File: config.mk
export PLATFORM = sky130hd
export DESIGN_NAME = fled_ws2812_tx_flat
export DESIGN_NICKNAME = d
export VERILOG_FILES = /design/src/rtl/fled_ws2812_tx_if.sv /design/src/rtl/fled_ws2812_tx.sv /design/src/flat_wrapper.sv
export SDC_FILE = /design/constraint.sdc
export NUM_CORES = 1
export LEC_CHECK = 0
export BUFFER_PORTS_ARGS = -buffer_cell sky130_fd_sc_hd__buf_4
export CORE_ASPECT_RATIO = 0.8
export CORE_MARGIN = 1.5
export CORE_UTILIZATION = 37
export CTS_CLUSTER_DIAMETER = 60
export DETAILED_ROUTE_END_ITERATION = 6
export PLACE_DENSITY = 0.5
export SKIP_LAST_GASP = 1
export SLEW_MARGIN = 20
export SYNTH_ARGS = -nofsm -noshare
export SYNTH_HDL_FRONTEND = slang
export SYNTH_SLANG_ARGS = --single-unit
File: constraint.sdc
create_clock -name csi_MCLK_clk -period 3.9 [get_ports csi_MCLK_clk]
set_input_delay 0.78 -clock csi_MCLK_clk [delete_from_list [all_inputs] [get_ports csi_MCLK_clk]]
set_output_delay 0.78 -clock csi_MCLK_clk [all_outputs]
set_load 0.005 [all_outputs]
File: src/rtl/fled_ws2812_tx_if.sv
// fled_ws2812_tx_if
// Avalon-ST colour stream carrying one 24-bit {R,G,B} pixel per beat.
// The signal names follow the platform's Avalon naming so they map
// directly onto the fled stream ports.
//   asi_fled_data  : pixel colour {R[23:16], G[15:8], B[7:0]}
//   asi_fled_valid : source has a pixel on asi_fled_data
//   asi_fled_ready : sink can take the pixel this cycle (readyLatency 0)
// master = colour source, slave = LED transmitter.
interface fled_ws2812_tx_if;
  logic [23:0] asi_fled_data;
  logic        asi_fled_valid;
  logic        asi_fled_ready;

  modport master (
    output asi_fled_data,
    output asi_fled_valid,
    input  asi_fled_ready
  );

  modport slave (
    input  asi_fled_data,
    input  asi_fled_valid,
    output asi_fled_ready
  );
endinterface

File: src/rtl/fled_ws2812_tx.sv
// fled_ws2812_tx
// Serialises 24-bit colour words onto a single-wire WS2812-class LED chain.
// Each accepted word is sent as one pixel in G,R,B order, MSB first, using
// NRZ pulse-width encoding. After LED_COUNT pixels the line is held low for
// RST_CYCLES so the chain latches the frame.
// Ports:
//   csi_MCLK_clk   : system clock
//   rsi_MRST_reset : asynchronous, active-high reset
//   fled           : Avalon-ST sink (data/valid/ready) for colour words
//   coe_led_dout   : serial line to the LED chain
//   coe_frame_done : one-cycle pulse when the latch period completes
// RST_CYCLES must be at least 2 and LED_COUNT in 1..255.
module fled_ws2812_tx #(
  parameter int T0H        = 20,
  parameter int T0L        = 42,
  parameter int T1H        = 40,
  parameter int T1L        = 22,
  parameter int RST_CYCLES = 3000,
  parameter int LED_COUNT  = 8
) (
  input  logic                   csi_MCLK_clk,
  input  logic                   rsi_MRST_reset,
  fled_ws2812_tx_if.slave        fled,
  output logic                   coe_led_dout,
  output logic                   coe_frame_done
);

  localparam logic [15:0] T0H_LAST = 16'(T0H - 1);
  localparam logic [15:0] T0L_LAST = 16'(T0L - 1);
  localparam logic [15:0] T1H_LAST = 16'(T1H - 1);
  localparam logic [15:0] T1L_LAST = 16'(T1L - 1);
  localparam logic [15:0] RST_LAST = 16'(RST_CYCLES - 1);
  localparam logic [15:0] RST_PRE  = 16'(RST_CYCLES - 2);
  localparam logic [7:0]  PIX_LAST = 8'(LED_COUNT - 1);

  typedef enum logic [1:0] {
    S_LATCH,
    S_IDLE,
    S_HIGH,
    S_LOW
  } state_t;

  state_t      state_q;
  logic [15:0] timer_q;
  logic [4:0]  bit_idx_q;
  logic [7:0]  pixel_cnt_q;
  logic [23:0] shreg_q;
  logic        dout_q;
  logic        ready_q;
  logic        done_q;

  logic [15:0] hi_last;
  logic [15:0] lo_last;
  logic        accept;
  logic        shift;

  // shreg_q[23] is the bit currently on the wire until the shift at the end
  // of its low phase, so both phase lengths key off it.
  assign hi_last = shreg_q[23] ? T1H_LAST : T0H_LAST;
  assign lo_last = shreg_q[23] ? T1L_LAST : T0L_LAST;

  // ready_q is high exactly while in IDLE, so this is the handshake.
  assign accept  = ready_q && fled.asi_fled_valid;
  assign shift   = (state_q == S_LOW) && (timer_q == lo_last) && (bit_idx_q != 5'd0);

  // Pixel data path: reloaded on every accept, so it needs no reset.
  always_ff @(posedge csi_MCLK_clk) begin
    if (accept) begin
      shreg_q <= {fled.asi_fled_data[15:8], fled.asi_fled_data[23:16], fled.asi_fled_data[7:0]};
    end else if (shift) begin
      shreg_q <= {shreg_q[22:0], 1'b0};
    end
  end

  always_ff @(posedge csi_MCLK_clk or posedge rsi_MRST_reset) begin
    if (rsi_MRST_reset) begin
      state_q     <= S_LATCH;
      timer_q     <= 16'd0;
      bit_idx_q   <= 5'd0;
      pixel_cnt_q <= 8'd0;
      dout_q      <= 1'b0;
      ready_q     <= 1'b0;
      done_q      <= 1'b0;
    end else begin
      done_q <= 1'b0;
      case (state_q)
        S_LATCH: begin
          timer_q <= timer_q + 16'd1;
          // The pulse register is loaded one count early so that the
          // pulse coincides with the final latch cycle; ready follows a
          // cycle later, keeping the two mutually exclusive.
          if (timer_q == RST_PRE) begin
            done_q <= 1'b1;
          end
          if (timer_q == RST_LAST) begin
            timer_q     <= 16'd0;
            pixel_cnt_q <= 8'd0;
            ready_q     <= 1'b1;
            state_q     <= S_IDLE;
          end
        end
        S_IDLE: begin
          if (accept) begin
            ready_q   <= 1'b0;
            dout_q    <= 1'b1;
            bit_idx_q <= 5'd23;
            timer_q   <= 16'd0;
            state_q   <= S_HIGH;
          end
        end
        S_HIGH: begin
          if (timer_q == hi_last) begin
            timer_q <= 16'd0;
            dout_q  <= 1'b0;
            state_q <= S_LOW;
          end else begin
            timer_q <= timer_q + 16'd1;
          end
        end
        S_LOW: begin
          if (timer_q == lo_last) begin
            timer_q <= 16'd0;
            if (bit_idx_q != 5'd0) begin
              bit_idx_q <= bit_idx_q - 5'd1;
              dout_q    <= 1'b1;
              state_q   <= S_HIGH;
            end else begin
              pixel_cnt_q <= pixel_cnt_q + 8'd1;
              if (pixel_cnt_q == PIX_LAST) begin
                state_q <= S_LATCH;
              end else begin
                ready_q <= 1'b1;
                state_q <= S_IDLE;
              end
            end
          end else begin
            timer_q <= timer_q + 16'd1;
          end
        end
        default: begin
          state_q <= S_LATCH;
          timer_q <= 16'd0;
        end
      endcase
    end
  end

  assign fled.asi_fled_ready = ready_q;
  assign coe_led_dout        = dout_q;
  assign coe_frame_done      = done_q;

endmodule

File: src/flat_wrapper.sv
// flat-port wrapper written by rule: the top's interface ports become plain ports
module fled_ws2812_tx_flat 
#(
  parameter int T0H        = 20,
  parameter int T0L        = 42,
  parameter int T1H        = 40,
  parameter int T1L        = 22,
  parameter int RST_CYCLES = 3000,
  parameter int LED_COUNT  = 8
)
  (csi_MCLK_clk, rsi_MRST_reset, coe_led_dout, coe_frame_done, fled_asi_fled_data, fled_asi_fled_valid, fled_asi_fled_ready);
  fled_ws2812_tx_if fled_i ();
  input  logic csi_MCLK_clk;
  input  logic rsi_MRST_reset;
  output logic coe_led_dout;
  output logic coe_frame_done;
  input wire logic [$bits(fled_i.asi_fled_data)-1:0] fled_asi_fled_data;
  input wire logic [$bits(fled_i.asi_fled_valid)-1:0] fled_asi_fled_valid;
  output wire logic [$bits(fled_i.asi_fled_ready)-1:0] fled_asi_fled_ready;
  assign fled_i.asi_fled_data = fled_asi_fled_data;
  assign fled_i.asi_fled_valid = fled_asi_fled_valid;
  assign fled_asi_fled_ready = fled_i.asi_fled_ready;
  fled_ws2812_tx #(.T0H(T0H), .T0L(T0L), .T1H(T1H), .T1L(T1L), .RST_CYCLES(RST_CYCLES), .LED_COUNT(LED_COUNT)) u_core (.csi_MCLK_clk(csi_MCLK_clk), .rsi_MRST_reset(rsi_MRST_reset), .fled(fled_i), .coe_led_dout(coe_led_dout), .coe_frame_done(coe_frame_done));
endmodule
======== Word level (Yosys, flattened, before mapping) ========
Index checks and enable logic that the tools add are counted.
storage, ports and cells
  memories kept ........................... 0
  memory bits (writable) .................. 0
  logic and storage cells ................. 78
  bits in latches ......................... 0
  output and inout port bits .............. 3
  register bits ........................... 58
  bits of input ports ..................... 27
  bits in read-only memories .............. 0
operators by class
  shifts and indexed selects .............. 0
  add/subtract/negate cells ............... 3
  reduce and logical (&&, ||, !) cells .... 15
  multiplexer cells ....................... 37
  $mul .................................... 0
  magnitude comparators ................... 0
  divide/modulo/power cells ............... 0
  bitwise operators ....................... 0
  equality and inequality tests ........... 15
operators by type and width
  cell                   number
  $mux 16                4
  $pmux 16 s4            1
  $mux 24                2
  $eq 16x12->1 const B   2
  $eq 16x16->1           2
  $mux 8                 3
  $add 16x1->16 const B  1
  $pmux 8 s2             1
  $mux 5                 3
  $mux 1                 12
  $mux 6                 2
  $reduce_and 4->1       3
  $mux 2                 5
  $pmux 5 s2             1
  $add 8x1->8 const B    1
  $eq 8x3->1 const B     1
  $ne 2x2->1 const B     4
  $pmux 2 s4             1
  $ne 2x1->1 const B     3
  $pmux 1 s3             2
  $reduce_and 6->1       1
  $reduce_bool 2->1      3
  $reduce_bool 3->1      2
  $reduce_and 5->1       1
  other kinds (6)        9

======== Logic depth before layout (Yosys ltp) ========
  depth after elaboration ................. 6
  mapped depth ............................ 7
  gate-level depth less buffers ........... 7

======== Worst setup path before layout ========
OpenSTA, ideal clock, no wires.
  path type ............................... reg2reg
  start ................................... register u_core.timer_q[8]
  end ..................................... register u_core.shreg_q[0] (enable)
  clock period less this slack ............ 2.140 ns
  path buffers ............................ 0
  setup time .............................. 0.381 ns
  data arrival time ....................... 1.759 ns
  cell stages (with the launch flop) ...... 5
  setup slack ............................. 1.760 ns
  data required time ...................... 3.519 ns
  cells stage by stage .................... dfrtp_1 nor4_4 and4_1 nand4_1 nand2_1
on the way
  cells in the longest elaborated chain, start to end .. 4
RTL lines
  what                            RTL line               source
  start, declared                 fled_ws2812_tx.sv:44   logic [15:0] timer_q;
  start signal, assigned          fled_ws2812_tx.sv:88   timer_q <= timer_q + 16'd1;
  start signal, assigned          fled_ws2812_tx.sv:117  timer_q <= timer_q + 16'd1;
  start signal, assigned          fled_ws2812_tx.sv:137  timer_q <= timer_q + 16'd1;
  $eq 16x16->1                    fled_ws2812_tx.sv:64   assign shift = (state_q == S_LOW) && (timer_q == lo_last) && (bit_idx_q != 5'd0);
  $logic_and 1x1->1 (2 in a row)  fled_ws2812_tx.sv:64
  $reduce_bool 2->1 (no line)     --
  end signal, assigned            fled_ws2812_tx.sv:69   shreg_q <= {fled.asi_fled_data[15:8], fled.asi_fled_data[23:16], fled.asi_fled_data[7:0]};
  end signal, assigned            fled_ws2812_tx.sv:71   shreg_q <= {shreg_q[22:0], 1'b0};
  end, declared                   fled_ws2812_tx.sv:47   logic [23:0] shreg_q;
Every way passes these cells.
A chain may end at the register's enable or synchronous reset.

======== Final worst setup path ========
  start ................................... register u_core.timer_q[8]
  end ..................................... register u_core.shreg_q[5] (enable)
The elaborated chain is that of the path after synthesis.

==> impl_results.md <==
* Status: finished, final reports clean
* EDFF count, synth at 24
* I/O Buffers at 29
* Vias in the first global route at 2,191
* Post-synthesis cell area at 3080 µm²
* DRT antenna net count at 0
* Max cap viols at 0
* Final setup violation count at 0
* Postcts setup bufs at 0
* Slew headroom at 30.4%
* Period utilisation layout at 64.7%
* Most common library cell in the layout ignoring fill and taps: dfrtp_1
* Leakage Power at 1.40 nW
* First-pass GRT wire length at 11,200 µm
* Overall Power at 1.68 mW
* PostCTS Resize Cnt at 0
* H-tree depth at 3
* Seq pwr share at 49.3%
* Global placer's final weighted congestion at 0.855
* Core Footprint at 8020 µm²
* Initial DRC count at 115
* PnR worst setup slack at 1.38 ns
* Worst hold path class: register to register
* Row cnt at 29
* Root buffer cell: clkbuf_8
* Share of cells above drive strength 1 at 25.6%
* Die footprint at 8890 µm²
* CTS tree: built
* Vias at 2,172
* Sw frac at 32.8%
* Worst-Margin Slew at 1.04 ns
* Clock sink total at 58
* Worst-path clk slew at 0.07 ns
* Synthesized Nets at 304
* Area growth from synthesis to layout at 15.3%
* CP endpoint kind: register
* Final #Nets at 335
* Ys flop type: dfrtp_1
* Post-route DRC at 0
* Clock share of power at 28.4%
* ANT cells at 0
* Critical path launch point type: register
* #FFs+latches synth at 58
* Final Critical Period at 2.52 ns
* Gr ovfl total at 0
* Post-synth top area share at 27.6%
* Area contributors post-synth: dfrtp_1 28%, edfxtp_1 23%, mux2_2 8.4%, nor2_1 3.2%, xor2_1 2.6%
* Commonest non-fill, non-tap cells in the layout: 34 x dfrtp_1, 31 x buf_4, 26 x nor2_1
* Clock Tree Buf Depth at 2
* Area leader, netlist: dfrtp_1
* Combinational power share at 22.3%
* Initial antenna violation count at 0
* P_int at 1.13 mW
* Cts bufs inserted at 9
* RSZ-0062 raised after global routing: false
* Max Clk Rate at 396 MHz
* Async SR Flop Fraction at 58.6%
* Worst-skew pair later-pin latency at 0.34 ns
* Clk_skew at 0.0120 ns
* DR pass1 iterations at 4
* NetSw at 552 µW
* DP Worst Slack at 1.36 ns
* Setup TNS Final at 0 ns
* Arr. time, crit path at 2.48 ns
* Avg Inst Size Synth at 11.3 µm²
* Number of hold buffers added after cts at 0
* Drt via density at 5.22
* CP max FO at 24
* HPWL after detailed placement at 4500 µm
* Worst setup path class: register to register
* Seq/Total Area, Yosys at 51.0%
* All-Layer GR Usage at 16.4%
* Wire per inst at 15.9 µm
* Die height at 84.6 µm
* Final Hold Viols at 0
* Largest net degree at the start of global routing at 35
* Final wirelength at 6600 µm
* Critical Path RT at 3.85 ns
* Max-slew violations at 0
* Die Span X at 105 µm
* PD cells at 474 nW/µm²
* Max VDD drop at 0.160 mV
* Synth warn at 0
* Initial Utilization at 38.4%
* IO Pins at 30
* Mapped Cells at 272
* Synth unique cells at 56
## layout make-up
class	count	area, µm²
fill	748	4470
timing repair buffer	31	233
tap	108	135
sequential	58	1570
clock inverter	4	18.8
inverter	9	33.8
multi-input combinational	194	1420
clock buffer	12	145
## path summary, 6_finish.rpt
path | slack (ns) | depth (start not counted) | endpoint | from
hold / removal | 0.53 | 1 | u_core.bit_idx_q[0]$_DFFE_PP0P_ | u_core.bit_idx_q[0]$_DFFE_PP0P_
max in group asynchronous | 3.04 | 3 | u_core.bit_idx_q[0]$_DFFE_PP0P_ | rsi_MRST_reset
setup reg to reg | 1.38 | 4 | u_core.shreg_q[5]$_DFFE_PP_ | u_core.timer_q[8]$_DFFE_PP0N_
min in group asynchronous | 0.55 | 3 | u_core.timer_q[14]$_DFFE_PP0N_ | rsi_MRST_reset
setup / recovery | 1.38 | 4 | u_core.shreg_q[5]$_DFFE_PP_ | u_core.timer_q[8]$_DFFE_PP0N_
hold reg to reg | 0.53 | 1 | u_core.bit_idx_q[0]$_DFFE_PP0P_ | u_core.bit_idx_q[0]$_DFFE_PP0P_
## sequential cells by signal (all words and copies together) (netlist names)
signal	flops
u_core.timer_q	16
u_core.fled.asi_fled_ready	1
u_core.bit_idx_q	5
u_core.coe_frame_done	1
u_core.pixel_cnt_q	8
u_core.shreg_q	24
u_core.state_q	2
u_core.coe_led_dout	1
## power groups by stage
stage	clock (mW)	sequential, mW	combinational, mW
after floorplan	0	0.778	0.337
after detailed placement	0	0.844	0.374
after global placement	0	0.844	0.373
final	0.478	0.831	0.376
after CTS	0.498	0.832	0.379
after global routing	0.525	0.850	0.427
## metrics by stage
stage          hold slack (ns)  instances  util, %  area [µm²]
3_5_place_dp             0.523        400     42.3        3390
6_report                 0.531        416     44.3        3550
2_1_floorplan            0.490        272        -        3080
3_3_place_gp             0.526        400     42.3        3390
5_1_grt                  0.571        416     44.3        3550
4_1_cts                  0.529        416     44.3        3550
## cell usage after synthesis, types with 3 or more instances
library cell,n
nand2_1,14
xor2_1,9
mux2_2,23
edfxtp_1,24
nand2b_1,3
dfrtp_1,34
nand3_1,9
a21oi_1,10
and3_1,6
clkbuf_1,7
nor2b_1,3
nor4_4,3
nor3_1,9
nand4_1,10
inv_1,9
nor4_1,4
o21ai_0,8
and2_1,4
ha_1,5
xnor2_1,7
nor2_1,26
## cells by family after synthesis
family                     count (synthesis)  share of synthesized area, %
adders and majority gates                  5                          2.03
and+or+nand+nor                          108                          21.6
DFF                                       58                          51.0
xor gates and xnor gates                  16                          4.55
AOI/OAI and AO/OA                         40                          8.61
buffers and inverters                     20                          3.09
muxes                                     25                          9.09
## critical path, cell delays in order, from the launching register on
cell and delay (ns):
dfrtp_1 0.46, nor4_4 0.43, and4_1 0.31, nand4_1 0.13, nand2_1 0.79
## metal layers
| metal | routed length, µm | GRT usage (%) | vias to the layer above |
|---|---|---|---|
| met5 | 0 | 0 | - |
| met4 | 85 | 4.73 | 0 |
| met3 | 343 | 5.28 | 8 |
| met2 | 2730 | 23.5 | 55 |
| met1 | 3440 | 23.5 | 1039 |
| li1 | - | - | 1070 |
(Power assumes the default switching activity.)
